File: src/rtl/if_id_buf_pkg.sv
// Shared fetch/decode defines and the buffer entry type used by if_id_buf.
// The core's bus-width macros live here so every file compiled after this one sees them.
`ifndef IF_ID_BUF_DEFINES
`define IF_ID_BUF_DEFINES
`define InstBus     31:0
`define InstAddrBus 31:0
`define ZeroWord    32'h00000000
`define INST_NOP    32'h00000013
`endif

package if_id_buf_pkg;

    typedef struct packed {
        logic [`InstBus]     inst;
        logic [`InstAddrBus] addr;
    } fetch_ent_t;

    localparam int ENT_W = $bits(fetch_ent_t);

    function automatic fetch_ent_t make_entry(input logic [`InstBus] inst,
                                              input logic [`InstAddrBus] addr);
        fetch_ent_t e;
        e.inst = inst;
        e.addr = addr;
        return e;
    endfunction

endpackage

File: src/rtl/if_id_buf_pipe_fifo.sv
// Generic circular FIFO: registered head (1-cycle write-to-head), push ignored when full,
// pop ignored when empty, clear empties it in one cycle and drops any same-cycle push.
module pipe_fifo #(
    parameter int                WIDTH     = 64,
    parameter int                DEPTH     = 2,
    parameter logic [WIDTH-1:0]  RESET_VAL = '0
) (
    input  logic                       clk,
    input  logic                       rst,
    input  logic                       push_i,
    input  logic [WIDTH-1:0]           push_dat_i,
    input  logic                       pop_i,
    input  logic                       clear_i,
    output logic [WIDTH-1:0]           head_dat_o,
    output logic [$clog2(DEPTH):0]     count_o,
    output logic                       full_o,
    output logic                       empty_o
);
    localparam int PTR_W = $clog2(DEPTH);
    localparam int CNT_W = PTR_W + 1;

    logic [WIDTH-1:0] mem_q [DEPTH];
    logic [WIDTH-1:0] mem_d [DEPTH];
    logic [PTR_W-1:0] wr_ptr_q, wr_ptr_d;
    logic [PTR_W-1:0] rd_ptr_q, rd_ptr_d;
    logic [CNT_W-1:0] count_q, count_d;
    logic             do_push, do_pop;

    assign full_o     = (count_q == CNT_W'(DEPTH));
    assign empty_o    = (count_q == '0);
    assign count_o    = count_q;
    assign head_dat_o = mem_q[rd_ptr_q];
    assign do_push    = push_i && !full_o;
    assign do_pop     = pop_i && !empty_o;

    always_comb begin
        mem_d    = mem_q;
        wr_ptr_d = wr_ptr_q;
        rd_ptr_d = rd_ptr_q;
        count_d  = count_q;
        // Clear only rewinds the pointers; stale storage is unreachable afterwards.
        if (clear_i) begin
            wr_ptr_d = '0;
            rd_ptr_d = '0;
            count_d  = '0;
        end else begin
            if (do_push) begin
                mem_d[wr_ptr_q] = push_dat_i;
                wr_ptr_d        = wr_ptr_q + PTR_W'(1);
            end
            if (do_pop) begin
                rd_ptr_d = rd_ptr_q + PTR_W'(1);
            end
            case ({do_push, do_pop})
                2'b10:   count_d = count_q + CNT_W'(1);
                2'b01:   count_d = count_q - CNT_W'(1);
                default: count_d = count_q;
            endcase
        end
    end

    always_ff @(posedge clk or posedge rst) begin
        if (rst) begin
            for (int i = 0; i < DEPTH; i++) begin
                mem_q[i] <= RESET_VAL;
            end
            wr_ptr_q <= '0;
            rd_ptr_q <= '0;
            count_q  <= '0;
        end else begin
            for (int i = 0; i < DEPTH; i++) begin
                mem_q[i] <= mem_d[i];
            end
            wr_ptr_q <= wr_ptr_d;
            rd_ptr_q <= rd_ptr_d;
            count_q  <= count_d;
        end
    end

endmodule

File: src/rtl/if_id_buf.sv
// Elastic fetch-to-decode buffer; 1-cycle latency (0 with IF_ID_BUF_BYPASS_EN when empty).
// Ready drops only when full (registered); flush empties it in one cycle and masks the head.
module if_id_buf
    import if_id_buf_pkg::*;
#(
    parameter int                DEPTH    = 2,
    parameter logic [`InstBus]   NOP_INST = `INST_NOP
) (
    input  logic                     clk,
    input  logic                     rst,
    input  logic [`InstBus]          inst_i,
    input  logic [`InstAddrBus]      inst_addr_i,
    input  logic                     inst_valid_i,
    output logic                     inst_ready_o,
    output logic [`InstBus]          inst_o,
    output logic [`InstAddrBus]      inst_addr_o,
    output logic                     inst_valid_o,
    input  logic                     id_ready_i,
    input  logic                     flush_i,
    output logic [$clog2(DEPTH):0]   count_o
);
    localparam fetch_ent_t RESET_ENT = '{inst: NOP_INST, addr: `ZeroWord};

    logic [ENT_W-1:0] head_dat;
    fetch_ent_t       head_ent;
    logic             fifo_full;
    logic             fifo_empty;
    logic             fifo_push;
    logic             fifo_pop;
    logic             bypass_take;

    assign head_ent     = fetch_ent_t'(head_dat);
    assign inst_ready_o = !fifo_full;

    always_comb begin
        inst_valid_o = 1'b0;
        inst_o       = NOP_INST;
        inst_addr_o  = `ZeroWord;
        bypass_take  = 1'b0;
        // A flush masks the head so id can never consume a wrong-path instruction.
        if (!fifo_empty) begin
            inst_valid_o = !flush_i;
            inst_o       = head_ent.inst;
            inst_addr_o  = head_ent.addr;
        end
`ifdef IF_ID_BUF_BYPASS_EN
        else if (!flush_i) begin
            inst_valid_o = inst_valid_i;
            inst_o       = inst_i;
            inst_addr_o  = inst_addr_i;
            bypass_take  = inst_valid_i && id_ready_i;
        end
`endif
    end

    assign fifo_push = inst_valid_i && inst_ready_o && !flush_i && !bypass_take;
    assign fifo_pop  = inst_valid_o && id_ready_i && !fifo_empty;

    pipe_fifo #(
        .WIDTH     (ENT_W),
        .DEPTH     (DEPTH),
        .RESET_VAL (RESET_ENT)
    ) u_fifo (
        .clk        (clk),
        .rst        (rst),
        .push_i     (fifo_push),
        .push_dat_i (make_entry(inst_i, inst_addr_i)),
        .pop_i      (fifo_pop),
        .clear_i    (flush_i),
        .head_dat_o (head_dat),
        .count_o    (count_o),
        .full_o     (fifo_full),
        .empty_o    (fifo_empty)
    );

endmodule

File: config.mk
export PLATFORM = sky130hd
export DESIGN_NAME = if_id_buf
export DESIGN_NICKNAME = d
export VERILOG_FILES = /design/src/rtl/if_id_buf_pkg.sv /design/src/rtl/if_id_buf_pipe_fifo.sv /design/src/rtl/if_id_buf.sv
export SDC_FILE = /design/constraint.sdc
export NUM_CORES = 1
export LEC_CHECK = 0
export ABC_CLOCK_PERIOD_IN_PS = 6680
export CAP_MARGIN = 20
export CORE_MARGIN = 5
export CORE_UTILIZATION = 60
export DETAILED_ROUTE_END_ITERATION = 10
export DONT_BUFFER_PORTS = 1
export GPL_TIMING_DRIVEN = 0
export PLACE_DENSITY = 0.74
export SLEW_MARGIN = 40
export SYNTH_ARGS = -nofsm -noshare
export SYNTH_HDL_FRONTEND = slang
export SYNTH_SLANG_ARGS = --single-unit
export TNS_END_PERCENT = 10
File: constraint.sdc
create_clock -name clk -period 6.68 [get_ports clk]
set_input_delay 1.336 -clock clk [delete_from_list [all_inputs] [get_ports clk]]
set_output_delay 1.336 -clock clk [all_outputs]
set_load 0.02 [all_outputs]
== Yosys cells after proc, flatten, opt, wreduce, memory -nomap -nowiden ==
Index checks and enable logic that the tools add are counted.
W data, S select, Z words.

* Eq/ne operators: 3
* Muxes and demuxes: 15
* Reduce and logical (&&, ||, !) cells: 15
* $lt $le $gt $ge: 3
* $add $sub $neg: 4
* Bitwise logic cells: 3

{| class="wikitable"
|+ Operators by type and width
! kind !! count
|-
| $mux W64 || 4
|-
| $bwmux W128 || 1
|-
| $demux W64 S1 || 1
|-
| $mux W32 || 2
|-
| $logic_and A1 B1 Y1 || 7
|-
| $mux W1 || 5
|-
| $eq A2 B2 Y1 const B || 2
|-
| $ge A2 B2 Y1 const B || 2
|-
| $not A1 Y2 || 2
|-
| $pmux W2 S2 || 1
|-
| $reduce_bool A2 Y1 || 2
|-
| $logic_not A1 Y1 || 3
|-
| $reduce_bool A3 Y1 || 1
|-
| $add A1 B1 Y1 const B || 2
|-
| $add A2 B1 Y2 const B || 1
|-
| $eq A2 B1 Y1 const B || 1
|-
| $logic_not A2 Y1 || 1
|-
| $lt A2 B1 Y1 const B || 1
|-
| $mux W2 || 1
|-
| $reduce_and A2 Y1 || 1
|-
| $sub A2 B1 Y2 const B || 1
|-
| $not A1 Y1 || 1
|}

* Output and inout port bits: 68
* Register bits after elaboration: 132
* Input bits: 69
* Word-level logic and storage cells: 48

== Logic depth before layout (Yosys ltp) ==
* Depth after elaboration: 8
* Gate-level depth with buffers: 7
* Mapped depth without buffers: 4

== Modules after synthesis ==
A second synthesis with hierarchy kept.

* Cell total of the unflattened synthesis: 440
* Area total of the unflattened synthesis: 6453.7 µm²

{| class="wikitable"
|+ Modules (own cells, without submodules)
! module !! times used !! cells each !! area each (µm²) !! sequential area each (µm²)
|-
| pipe_fifo || 1 || 365 || 5968.2 || 3310.7
|-
| if_id_buf || 1 || 75 || 485.5 || 0.0
|}

== Worst setup path before layout ==
Ideal clock, no wire load.

* Kind: input -> output
* Start point: input port flush_i
* End point: output port inst_valid_o
* Arrival time: 1.629 ns
* Required time: 5.344 ns
* Stages on the path: 1
* Buffers on the path: 0
* Path slack: 3.715 ns
* Cell sequence: nor2_1

* Longest elaborated chain between the ends: 2

{| class="wikitable"
|+ Ends and longest elaborated chain
! element !! line !! RTL
|-
| start, declared || if_id_buf.sv:19 || <nowiki>input logic flush_i,</nowiki>
|-
| $logic_not A1 Y1 || if_id_buf.sv:42 || <nowiki>inst_valid_o = !flush_i;</nowiki>
|-
| $mux W1 || if_id_buf.sv:41 || <nowiki>if (!fifo_empty) begin</nowiki>
|-
| end, declared || if_id_buf.sv:17 || <nowiki>output logic inst_valid_o,</nowiki>
|}

No other way between the ends.

== Final worst setup path ==
* Start point: register u_fifo.count_q[0], in the netlist u_fifo.count_o[0]
* End point: output port inst_addr_o[25]

* Longest elaborated chain between the ends: 2

{| class="wikitable"
|+ Ends and longest elaborated chain
! element !! line !! RTL
|-
| start, declared || if_id_buf_pipe_fifo.sv:26 || <nowiki>logic [CNT_W-1:0] count_q, count_d;</nowiki>
|-
| start signal, assigned || if_id_buf_pipe_fifo.sv:76 || <nowiki>count_q <= count_d;</nowiki>
|-
| $logic_not A2 Y1 || if_id_buf_pipe_fifo.sv:30 || <nowiki>assign empty_o = (count_q == '0);</nowiki>
|-
| $mux W32 || if_id_buf.sv:41 ||
|-
| end, declared || if_id_buf.sv:16 || <nowiki>output logic [`InstAddrBus] inst_addr_o,</nowiki>
|}

No other way between the ends.

==> results.sh <==
export IMPL_antenna_found_initial=0
export IMPL_r2r_start="u_fifo.count_o[1]$_DFFE_PP0P_"
export IMPL_ir_drop_v=0.000209
export IMPL_reg2reg_slack_ps=4350
export IMPL_cts_made_buffers=17
export IMPL_end_kind="output pin"
export IMPL_cpMostUsedCell="nor2_1"
export IMPL_hp_class="flip-flop to flip-flop"
export IMPL_maxCapViolCount=0
export IMPL_layout_drive_gt1_share_pct=38.6
export IMPL_critical_path_class="flip-flop to output pin"
export IMPL_slowest_delay_ps=640
export IMPL_placed_area_mm2=0.00617
export IMPL_cts_tree="built"
export IMPL_ant_nets=0
export IMPL_stdcell_area_mm2=0.00673
export IMPL_holdBufCountCts=0
export IMPL_syn2layout_area_growth_pct=12.9
export IMPL_path_cells="buf_2 -> nor2_1 -> clkbuf_1 -> nor2_1"
export IMPL_nets=530
export IMPL_ys_seq_elements=132
export IMPL_cp_required_ps=5340
export IMPL_whs_path_depth=1
export IMPL_stdcell_count=607
export IMPL_clock_sinks=132
export IMPL_path_clk_slew_ps=60
export IMPL_syn_avg_cell_area_um2=13.6
export IMPL_dp_hpwl_mm=8.46
export IMPL_yosysWarningCount=0
export IMPL_syn_inst=440
export IMPL_worstRegToRegCells=7
export IMPL_htreeDepth=4
export IMPL_slew_headroom_pct=44.1
export IMPL_dieWidth_um=110
export IMPL_routed_wl_mm=12.1
export IMPL_rows=36
export IMPL_start_util_pct=61.3
export IMPL_grt_pass1_vias=3745
export IMPL_fmax_ghz=0.254
export IMPL_skew_ps=14.2
export IMPL_finalHoldViolCount=0
export IMPL_critical_path_max_fanout=10
export IMPL_syn_cell_area_mm2=0.00596
export IMPL_clockBufferDepth=2
export IMPL_vias=3472
export IMPL_powerDensity_mw_per_mm2=353
export IMPL_start_kind="flip-flop"
export IMPL_overflow=0
export IMPL_drv_slew=0
export IMPL_viasPerCell=5.72
export IMPL_io_buffers=0
export IMPL_post_drt_wl_per_cell_um=19.9
export IMPL_nFillCells=723
export IMPL_status="completed"
export IMPL_leakagePower_nw=2.81
export IMPL_hold_end="u_fifo.mem_q[125]$_DFFE_PP0P_"
export IMPL_finish_utilization_pct=69.2
export IMPL_core_mm2=0.00973
export IMPL_grt_use_total_pct=21.1
export IMPL_rsz0062_at_grt="false"
export IMPL_placed_cells=575
export IMPL_dr_pass1_iters=4
export IMPL_die_h_um=110
export IMPL_finalPower_mw=2.38
export IMPL_cts_root_buf="clkbuf_8"
export IMPL_critPathSlowestCell="nor2_1"
export IMPL_finalSetupTns_ps=0
export IMPL_place_gp_congestion=0.689
export IMPL_min_from="u_fifo.mem_q[125]$_DFFE_PP0P_"
export IMPL_period_share_pct=58.9
export IMPL_syn_num_nets=509
export IMPL_cts_resized=0
export IMPL_ioPinCount=137
export IMPL_dieArea_mm2=0.0120
export IMPL_grt_max_degree=79
export IMPL_grt_pass1_wl_mm=19.1
export IMPL_hold_ws_ps=491
export IMPL_first_iter_violations=117
export IMPL_arrival_ps=2600
export IMPL_post_cts_buffers=0
export IMPL_setup_viol=0
export IMPL_post_place_ws_ps=3290
export IMPL_period_needed_ps=3930
export IMPL_timing_final_ws_setup_ps=2750
export IMPL_worst_pin_slew_ps=829
export IMPL_drc=0
export IMPL_ys_types=23
export IMPL_clkLatencyLatePin_ps=520
export IMPL_ys_seq_area_share_pct=55.5
export IMPL_n_antenna_cell=0
export IMPL_rr_endpoint="u_fifo.mem_q[54]$_DFFE_PP0P_"
[worst max-delay path by stage]
stage | cells past startpoint | endpoint | start | slack [ps]
2_1_floorplan | 1 | u_fifo.count_o[0]$_DFFE_PP0P_ | rst | 1830
3_3_place_gp | 1 | u_fifo.mem_q[41]$_DFFE_PP0P_ | rst | 690
3_5_place_dp | 4 | inst_addr_o[11] | u_fifo.count_o[0]$_DFFE_PP0P_ | 3290
4_1_cts | 4 | inst_addr_o[11] | u_fifo.count_o[0]$_DFFE_PP0P_ | 2740
5_1_grt | 4 | inst_valid_o | u_fifo.count_o[0]$_DFFE_PP0P_ | 2640
6_report | 4 | inst_addr_o[25] | u_fifo.count_o[0]$_DFFE_PP0P_ | 2750
[routing by layer]
| layer | vias up | track usage (%) | part of all wire (%) |
|---|---|---|---|
| met5 | - | 0 | 0 |
| met4 | 0 | 6.95 | 1.3 |
| met3 | 13 | 9.57 | 9.1 |
| met2 | 100 | 34.9 | 50 |
| met1 | 1775 | 24.5 | 39 |
| li1 | 1584 | - | - |
[critical path, delay by kind of cell (launching register included)]
family        cells  cell delay (ps)
flops             1              460
buf+inv           2              720
simple gates      2              900
[where the power goes]
group	total (mW)	internal [mW]	switching, mW
clock network	0.870	0.548	0.321
registers	1.09	0.996	0.0942
logic	0.420	0.213	0.207
total	2.38	1.76	0.623
[cell families after synthesis]
family,after synthesis,synth area share (%)
XOR/XNOR,1,0.147
flip-flops,132,55.5
buffers and inverters,31,3.25
multiplexers,192,34.9
AO/OA/AOI/OAI,10,0.902
AND/OR/NAND/NOR,74,5.27
[Yosys cell counts]
library cell	instances	area share, %
buf_2	8	0.67
a31oi_1	1	0.10
nand2_1	1	0.063
buf_4	6	0.76
nor2b_2	1	0.15
nand4b_1	1	0.15
mux2i_1	64	11
inv_1	3	0.19
xor2_1	1	0.15
nand3_1	2	0.17
o21ai_0	6	0.50
a21oi_1	2	0.17
a22oi_1	1	0.13
or3_1	1	0.10
clkbuf_1	8	0.50
mux2_2	124	23
dfrtp_1	126	53
buf_6	6	1.1
nand3b_1	1	0.13
nor4_4	1	0.36
dfstp_2	6	2.6
nor2_1	66	4.2
mux2_1	4	0.76
[registers in the layout (all words and copies together), names as in the netlist]
signal,count
u_fifo.wr_ptr_q,1
u_fifo.mem_q,128
u_fifo.count_o,2
u_fifo.rd_ptr_q,1
[layout by cell type (no fill, tap or decap)]
cell type / count
bufinv_16: 2
nand3_1: 2
clkbuf_8: 3
nand2_1: 1
xor2_1: 1
inv_8: 1
a31oi_1: 1
clkbuf_16: 16
buf_2: 8
a22oi_1: 1
or3_1: 1
buf_16: 1
nor4_4: 1
nor2b_2: 1
inv_1: 2
dfstp_2: 6
mux2_2: 124
clkinv_2: 4
nand3b_1: 1
buf_6: 6
dfrtp_1: 126
clkbuf_1: 12
nor2_1: 66
mux2_1: 4
a21oi_1: 2
mux2i_1: 64
o21ai_0: 6
buf_4: 7
nand4b_1: 1
clkinv_4: 1
clkinvlp_4: 2
[area by class of cell]
cell class | count | area (um^2) | share of cell area (%)
Buffer | 28 | 183 | 2.71
Clock buffer | 23 | 457 | 6.78
Clock inverter | 9 | 104 | 1.54
Inverter | 3 | 18.8 | 0.279
Multi-Input combinational cell | 277 | 2460 | 36.5
Sequential cell | 132 | 3310 | 49.2
Tap cell | 133 | 166 | 2.47
Timing Repair Buffer | 2 | 35.0 | 0.520
Note: power is estimated with default switching activity, not from simulation.
